### config.mk
export PLATFORM = sky130hd
export DESIGN_NAME = udp_video_unpack
export DESIGN_NICKNAME = d
export VERILOG_FILES = /design/src/rtl/udp_vid_pkg.sv /design/src/rtl/udp_vid_byte2pix.sv /design/src/rtl/udp_video_unpack.sv
export SDC_FILE = /design/constraint.sdc
export NUM_CORES = 1
export LEC_CHECK = 0
export ABC_AREA = 1
export BUFFER_PORTS_ARGS = -buffer_cell sky130_fd_sc_hd__buf_2
export CAP_MARGIN = 10
export CORE_AREA = 2 2 119 110
export CTS_BUF_LIST = sky130_fd_sc_hd__clkbuf_4 sky130_fd_sc_hd__clkbuf_8 sky130_fd_sc_hd__clkbuf_16
export DETAILED_ROUTE_END_ITERATION = 10
export DIE_AREA = 0 0 121 112
export PLACE_DENSITY = 0.65
export SLEW_MARGIN = 20
export SYNTH_ARGS = -nofsm -noshare
export SYNTH_HDL_FRONTEND = slang
export SYNTH_SLANG_ARGS = --single-unit
### constraint.sdc
create_clock -name clk -period 4.2 [get_ports clk]
set_clock_uncertainty 0.1 [all_clocks]
set_input_delay 0.42 -clock clk [delete_from_list [all_inputs] [get_ports clk]]
set_output_delay 0.42 -clock clk [all_outputs]
set_load 0.005 [all_outputs]
### src/rtl/udp_vid_pkg.sv
`default_nettype none
// =============================================================================
// udp_vid_pkg : shared types and constants for the UDP video line unpacker.
// Rev 1.0
// =============================================================================
package udp_vid_pkg;

  typedef enum logic [1:0] {
    IDLE = 2'd0,
    HDR  = 2'd1,
    PIX  = 2'd2,
    DROP = 2'd3
  } state_t;

  localparam logic [1:0] ERR_NONE = 2'b00;
  localparam logic [1:0] ERR_HDR  = 2'b01;
  localparam logic [1:0] ERR_LINE = 2'b10;
  localparam logic [1:0] ERR_ODD  = 2'b11;

  localparam logic [7:0] SYNC_BYTE_DEFAULT = 8'hA5;

  localparam logic [15:0] HDR_OFS_FLAGS   = 16'd1;
  localparam logic [15:0] HDR_OFS_LINE_HI = 16'd2;
  localparam logic [15:0] HDR_OFS_LINE_LO = 16'd3;

  function automatic logic [15:0] sat_inc16(input logic [15:0] v);
    return (v == 16'hFFFF) ? v : v + 16'd1;
  endfunction

endpackage
`default_nettype wire

### src/rtl/udp_vid_byte2pix.sv
`default_nettype none
// =============================================================================
// udp_vid_byte2pix : pairs big-endian bytes into RGB565 pixels and counts x,
//                    ignoring bytes once H_ACTIVE pixels have been produced.
// Rev 1.0
// =============================================================================
module udp_vid_byte2pix #(
  parameter int H_ACTIVE = 1280
) (
  input  logic        clk,
  input  logic        rstn,
  input  logic        i_clr,
  input  logic        i_en,
  input  logic [7:0]  i_byte,
  input  logic        i_sof,
  output logic [15:0] o_pix_data,
  output logic        o_pix_valid,
  output logic [11:0] o_pix_x,
  output logic        o_frame_start,
  output logic        o_full,
  output logic        o_half
);

  localparam logic [11:0] c_H_ACTIVE = 12'(H_ACTIVE);

  logic [7:0]  r_hi;
  logic        r_half;
  logic [11:0] r_cnt;
  logic [15:0] r_pix_data;
  logic        r_pix_valid;
  logic [11:0] r_pix_x;
  logic        r_fs;
  logic        w_full;

  assign w_full = (r_cnt == c_H_ACTIVE);

  always_ff @(posedge clk or negedge rstn) begin
    if (!rstn) begin
      r_hi        <= 8'd0;
      r_half      <= 1'b0;
      r_cnt       <= 12'd0;
      r_pix_data  <= 16'd0;
      r_pix_valid <= 1'b0;
      r_pix_x     <= 12'd0;
      r_fs        <= 1'b0;
    end else begin
      r_pix_valid <= 1'b0;
      r_fs        <= 1'b0;
      if (i_clr) begin
        r_half <= 1'b0;
        r_cnt  <= 12'd0;
      end else if (i_en && !w_full) begin
        if (!r_half) begin
          r_hi   <= i_byte;
          r_half <= 1'b1;
        end else begin
          r_pix_data  <= {r_hi, i_byte};
          r_pix_valid <= 1'b1;
          r_pix_x     <= r_cnt;
          r_fs        <= i_sof && (r_cnt == 12'd0);
          r_cnt       <= r_cnt + 12'd1;
          r_half      <= 1'b0;
        end
      end
    end
  end

  assign o_pix_data    = r_pix_data;
  assign o_pix_valid   = r_pix_valid;
  assign o_pix_x       = r_pix_x;
  assign o_frame_start = r_fs;
  assign o_full        = w_full;
  assign o_half        = r_half;

endmodule
`default_nettype wire

### src/rtl/udp_video_unpack.sv
`default_nettype none
// =============================================================================
// udp_video_unpack : parses a 4-byte video line header from a UDP payload
//                    stream and emits x/y-tagged RGB565 pixels; drops bad lines.
// Optional: define UDP_VID_STATS_EN for stat_lines / stat_drops counters.
// Rev 1.0
// =============================================================================
module udp_video_unpack
  import udp_vid_pkg::*;
#(
  parameter int         H_ACTIVE  = 1280,
  parameter int         V_ACTIVE  = 720,
  parameter logic [7:0] SYNC_BYTE = SYNC_BYTE_DEFAULT
) (
  input  logic        clk,
  input  logic        rstn,
  input  logic [7:0]  in_data,
  input  logic        in_valid,
  output logic [15:0] pix_data,
  output logic        pix_valid,
  output logic [11:0] pix_x,
  output logic [11:0] pix_y,
  output logic        frame_start,
  output logic        line_done,
  output logic        err_pulse,
  output logic [1:0]  err_code
`ifdef UDP_VID_STATS_EN
  ,
  output logic [31:0] stat_lines,
  output logic [31:0] stat_drops
`endif
);

  localparam logic [15:0] c_V_ACTIVE = 16'(V_ACTIVE);

  state_t      r_state;
  logic        r_valid_d;
  logic [15:0] r_byte_cnt;
  logic        r_sof;
  logic [7:0]  r_line_hi;
  logic [11:0] r_pix_y;
  logic        r_ovf;
  logic        r_line_done;
  logic        r_err_pulse;
  logic [1:0]  r_err_code;

  logic        w_start;
  logic [15:0] w_line;
  logic        w_full;
  logic        w_half;
  logic        w_clr;
  logic        w_en;

  assign w_start = in_valid && !r_valid_d;
  assign w_line  = {r_line_hi, in_data};
  // Pixel pairing state is held cleared outside PIX so every line starts at x=0.
  assign w_clr   = (r_state != PIX);
  assign w_en    = (r_state == PIX) && in_valid;

  always_ff @(posedge clk or negedge rstn) begin
    if (!rstn) begin
      r_state     <= IDLE;
      r_valid_d   <= 1'b0;
      r_byte_cnt  <= 16'd0;
      r_sof       <= 1'b0;
      r_line_hi   <= 8'd0;
      r_pix_y     <= 12'd0;
      r_ovf       <= 1'b0;
      r_line_done <= 1'b0;
      r_err_pulse <= 1'b0;
      r_err_code  <= ERR_NONE;
    end else begin
      r_valid_d   <= in_valid;
      r_line_done <= 1'b0;
      r_err_pulse <= 1'b0;
      case (r_state)
        IDLE: begin
          if (w_start) begin
            r_byte_cnt <= 16'd1;
            r_ovf      <= 1'b0;
            if (in_data != SYNC_BYTE) begin
              r_state     <= DROP;
              r_err_pulse <= 1'b1;
              r_err_code  <= ERR_HDR;
            end else begin
              r_state <= HDR;
            end
          end
        end
        HDR: begin
          if (!in_valid) begin
            r_state     <= IDLE;
            r_err_pulse <= 1'b1;
            r_err_code  <= ERR_HDR;
          end else begin
            r_byte_cnt <= sat_inc16(r_byte_cnt);
            case (r_byte_cnt)
              HDR_OFS_FLAGS:   r_sof     <= in_data[0];
              HDR_OFS_LINE_HI: r_line_hi <= in_data;
              HDR_OFS_LINE_LO: begin
                if (w_line >= c_V_ACTIVE) begin
                  r_state     <= DROP;
                  r_err_pulse <= 1'b1;
                  r_err_code  <= ERR_LINE;
                end else begin
                  r_pix_y <= w_line[11:0];
                  r_state <= PIX;
                end
              end
              default: ;
            endcase
          end
        end
        PIX: begin
          if (!in_valid) begin
            r_state <= IDLE;
            if (r_ovf || w_half) begin
              r_err_pulse <= 1'b1;
              r_err_code  <= ERR_ODD;
            end else begin
              r_line_done <= 1'b1;
            end
          end else begin
            r_byte_cnt <= sat_inc16(r_byte_cnt);
            if (w_full) r_ovf <= 1'b1;
          end
        end
        DROP: begin
          if (!in_valid) r_state <= IDLE;
        end
        default: r_state <= IDLE;
      endcase
    end
  end

  udp_vid_byte2pix #(
    .H_ACTIVE (H_ACTIVE)
  ) u_byte2pix (
    .clk           (clk),
    .rstn          (rstn),
    .i_clr         (w_clr),
    .i_en          (w_en),
    .i_byte        (in_data),
    .i_sof         (r_sof),
    .o_pix_data    (pix_data),
    .o_pix_valid   (pix_valid),
    .o_pix_x       (pix_x),
    .o_frame_start (frame_start),
    .o_full        (w_full),
    .o_half        (w_half)
  );

  assign pix_y     = r_pix_y;
  assign line_done = r_line_done;
  assign err_pulse = r_err_pulse;
  assign err_code  = r_err_code;

`ifdef UDP_VID_STATS_EN
  logic [31:0] r_stat_lines;
  logic [31:0] r_stat_drops;

  always_ff @(posedge clk or negedge rstn) begin
    if (!rstn) begin
      r_stat_lines <= 32'd0;
      r_stat_drops <= 32'd0;
    end else begin
      if (r_line_done) r_stat_lines <= r_stat_lines + 32'd1;
      if (r_err_pulse) r_stat_drops <= r_stat_drops + 32'd1;
    end
  end

  assign stat_lines = r_stat_lines;
  assign stat_drops = r_stat_drops;
`endif

endmodule
`default_nettype wire

==> metrics.txt <==
number of synthesized register bits=96; Post-DP Area=5200 µm²; fin area=5500 µm²; initial antenna violation count=0; CTS tree=yes; worst skew pair latency=0.35 ns; post-CTS setup buffers=0; post-synthesis sequential area ratio=0.500; Post-synth top flop=dfrtp_1; Synth area leaders=dfrtp_1 50%, nand2_1 13%, o21ai_0 4.6%; vias in the first global route=3886; RSZ-0062 raised after global routing=false; Mapped Area=4810 µm²; syn nets=608; Die W=121 µm; Seq. cell area=2400 µm²; Cell Pwr Density=568 nW/µm²; Sw Ratio=0.374; root buffer cell=clkbuf_16; Commonest cells post-synth=164 x nand2_1, 96 x dfrtp_1, 57 x inv_1, 56 x nor2_1, 44 x o21ai_0; 1st-pass router iterations=7; Port Buffer Count=56; Final Hold Viols=0; outcome=completed; htree depth=3; Comb pwr share=0.333; footprint of the multi-input gates=2050 µm²; Sink Count=96; Core Util, Final=0.446; Slew @ Worst Pin=0.852 ns; crit path DAT=2.75 ns; Hold Crit Class=in -> async; Post-route DRC=0; Post-Route Setup TNS=0 ns; Fin Hold WS=0.0716 ns; FMAX=388 MHz; FFs w/ async S/R, synth=1.00; n_diodes=0; Inserted Clock Buffers=9; Die ar.=13600 µm²; sw power=0.00117 W; clk slew on worst S/H paths=0.07 ns; ANT nets after route=0; Detailed Place HPWL=7560 µm; number of synthesized flops with an enable pin=0; Synth Instances=587; Die H=112 µm; Initial DRC Count=264; Post-CTS Hold Fix Bufs=0; Seq pwr share=0.406; post_cts resized=0; initial core utilization=0.389; Post-Syn Area per Cell=8.19 µm²; period utilization=0.614; CTS Buffer Depth=2; Pleak=2.69 nW; WS Path Type=reg -> reg; Vias=3952; crit start category=register; final RePlAce weighted congestion=0.835; Synth top area share=0.500; Max-slew headroom=0.432; CP endpoint kind=register; overall routing resource usage=0.167; Rows=39; Synth Warn #=0; max_cap viols=0; final worst path period need=2.58 ns; CP Data Required Time=4.37 ns; fillers=1240; largest net degree at the start of global routing=68; Synth area leader=dfrtp_1; clock share of power=0.260; CP Max Fanout=39; drt total wl=10600 µm; P_int=0.00196 W; Final Setup Violations=0; area grow syn2layout=14.4%; core box area=12300 µm²; global route overflow=0; Vias/cell=4.89; Avg WL per Cell=13.1 µm; Synth cell types=34; most frequent cell after synthesis=nand2_1; first-pass GRT wire length=18300 µm; layout net count=660; Final Slew Violations=0; I/O Pins=57; Worst VDD drop=0.251 mV; layout cell share with drive strength beyond 1=0.172
power by group through the flow:
| stage | Clock [W] | Combinational, W | Sequential (W) |
|---|---|---|---|
| floorplan | 0 | 0.000764 | 0.00128 |
| global placement | 0 | 0.00103 | 0.00127 |
| detailed placement | 0 | 0.00105 | 0.00129 |
| CTS | 0.000837 | 0.00106 | 0.00127 |
| global route | 0.000883 | 0.00121 | 0.00130 |
| finish | 0.000814 | 0.00104 | 0.00127 |
layer usage:
layer  global-route usage  share of wire  up-vias
li1                     -              -     1986
met1                0.218           0.47     1858
met2                0.269           0.47       93
met3               0.0502          0.047       15
met4               0.0442          0.016        0
met5                    0              0        -
flip-flops by register name (all words and copies together) (netlist names):
| signal | count |
|---|---|
| r_sof | 1 |
| r_line_hi | 8 |
| pix_y | 12 |
| err_code | 2 |
| u_byte2pix.o_pix_x | 12 |
| r_byte_cnt | 16 |
| u_byte2pix.o_pix_valid | 1 |
| r_state | 2 |
| u_byte2pix.r_hi | 8 |
| u_byte2pix.r_cnt | 12 |
| r_ovf | 1 |
| u_byte2pix.o_half | 1 |
| u_byte2pix.o_pix_data | 16 |
| u_byte2pix.o_frame_start | 1 |
| r_valid_d | 1 |
| err_pulse | 1 |
| line_done | 1 |
final timing paths:
kind                                                         endpoint  cells past startpoint                    from  slack [ns]
worst max-delay path                  u_byte2pix.r_cnt[8]$_DFFE_PN0P_                      9  r_state[0]$_DFFE_PN0P_        1.62
worst min-delay path            u_byte2pix.o_pix_data[11]$_DFFE_PN0P_                      1                    rstn        0.07
worst max register to register        u_byte2pix.r_cnt[8]$_DFFE_PN0P_                      9  r_state[0]$_DFFE_PN0P_        1.62
worst min register to register                   pix_y[4]$_DFFE_PN0P_                      2    pix_y[4]$_DFFE_PN0P_        0.37
max in group asynchronous                    r_line_hi[6]$_DFFE_PN0P_                      2                    rstn        3.00
min in group clk                       u_byte2pix.r_hi[4]$_DFFE_PN0P_                      3              in_data[4]        0.20
cell type report:
type | count | area share
Tap cell | 164 | 0.0373
Inverter | 65 | 0.0443
Multi-Input combinational cell | 409 | 0.373
Clock inverter | 5 | 0.00841
Clock buffer | 11 | 0.0459
Sequential cell | 96 | 0.437
Timing Repair Buffer | 58 | 0.0541
kinds of logic (layout without fill, tap and decap cells):
family                     Yosys count  count (layout)  synth area share
and+or+nand+nor                    289             289             0.260
DFF                                 96              96             0.500
AOI/OAI and AO/OA                   94              94             0.112
buffers and inverters               82             139            0.0731
xor gates and xnor gates            16              16            0.0291
adders and majority gates           10              10            0.0260
layout by cell type, fill, tap and decap left out, types with 6 or more instances in the layout:
master / count
dfrtp_1: 96
nand2_2: 6
o21ai_1: 24
o21ai_0: 44
ha_1: 10
clkbuf_16: 9
buf_2: 55
inv_1: 57
a21oi_1: 6
nand4_1: 8
nor3_1: 10
o21ai_2: 14
xor2_1: 15
nand3_1: 33
inv_2: 7
nor2_1: 56
nand2_1: 164
metrics by stage:
stage,cells,total power (W),setup WS [ns]
6_report,808,0.00313,1.62
5_1_grt,808,0.00339,1.30
4_1_cts,808,0.00317,1.64
3_5_place_dp,792,0.00234,1.67
3_3_place_gp,792,0.00231,1.75
2_1_floorplan,587,0.00204,2.42
critical path: stages, from the launching register on:
cell and delay, ns:
dfrtp_1 0.43, inv_1 0.10, ha_1 0.46, nand2_1 0.09, inv_1 0.13, nand3_2 0.30, buf_4 0.37, nand2_2 0.31
nand2_1 0.11, o21ai_1 0.10
No activity file was read; power rests on OpenSTA's default activity.
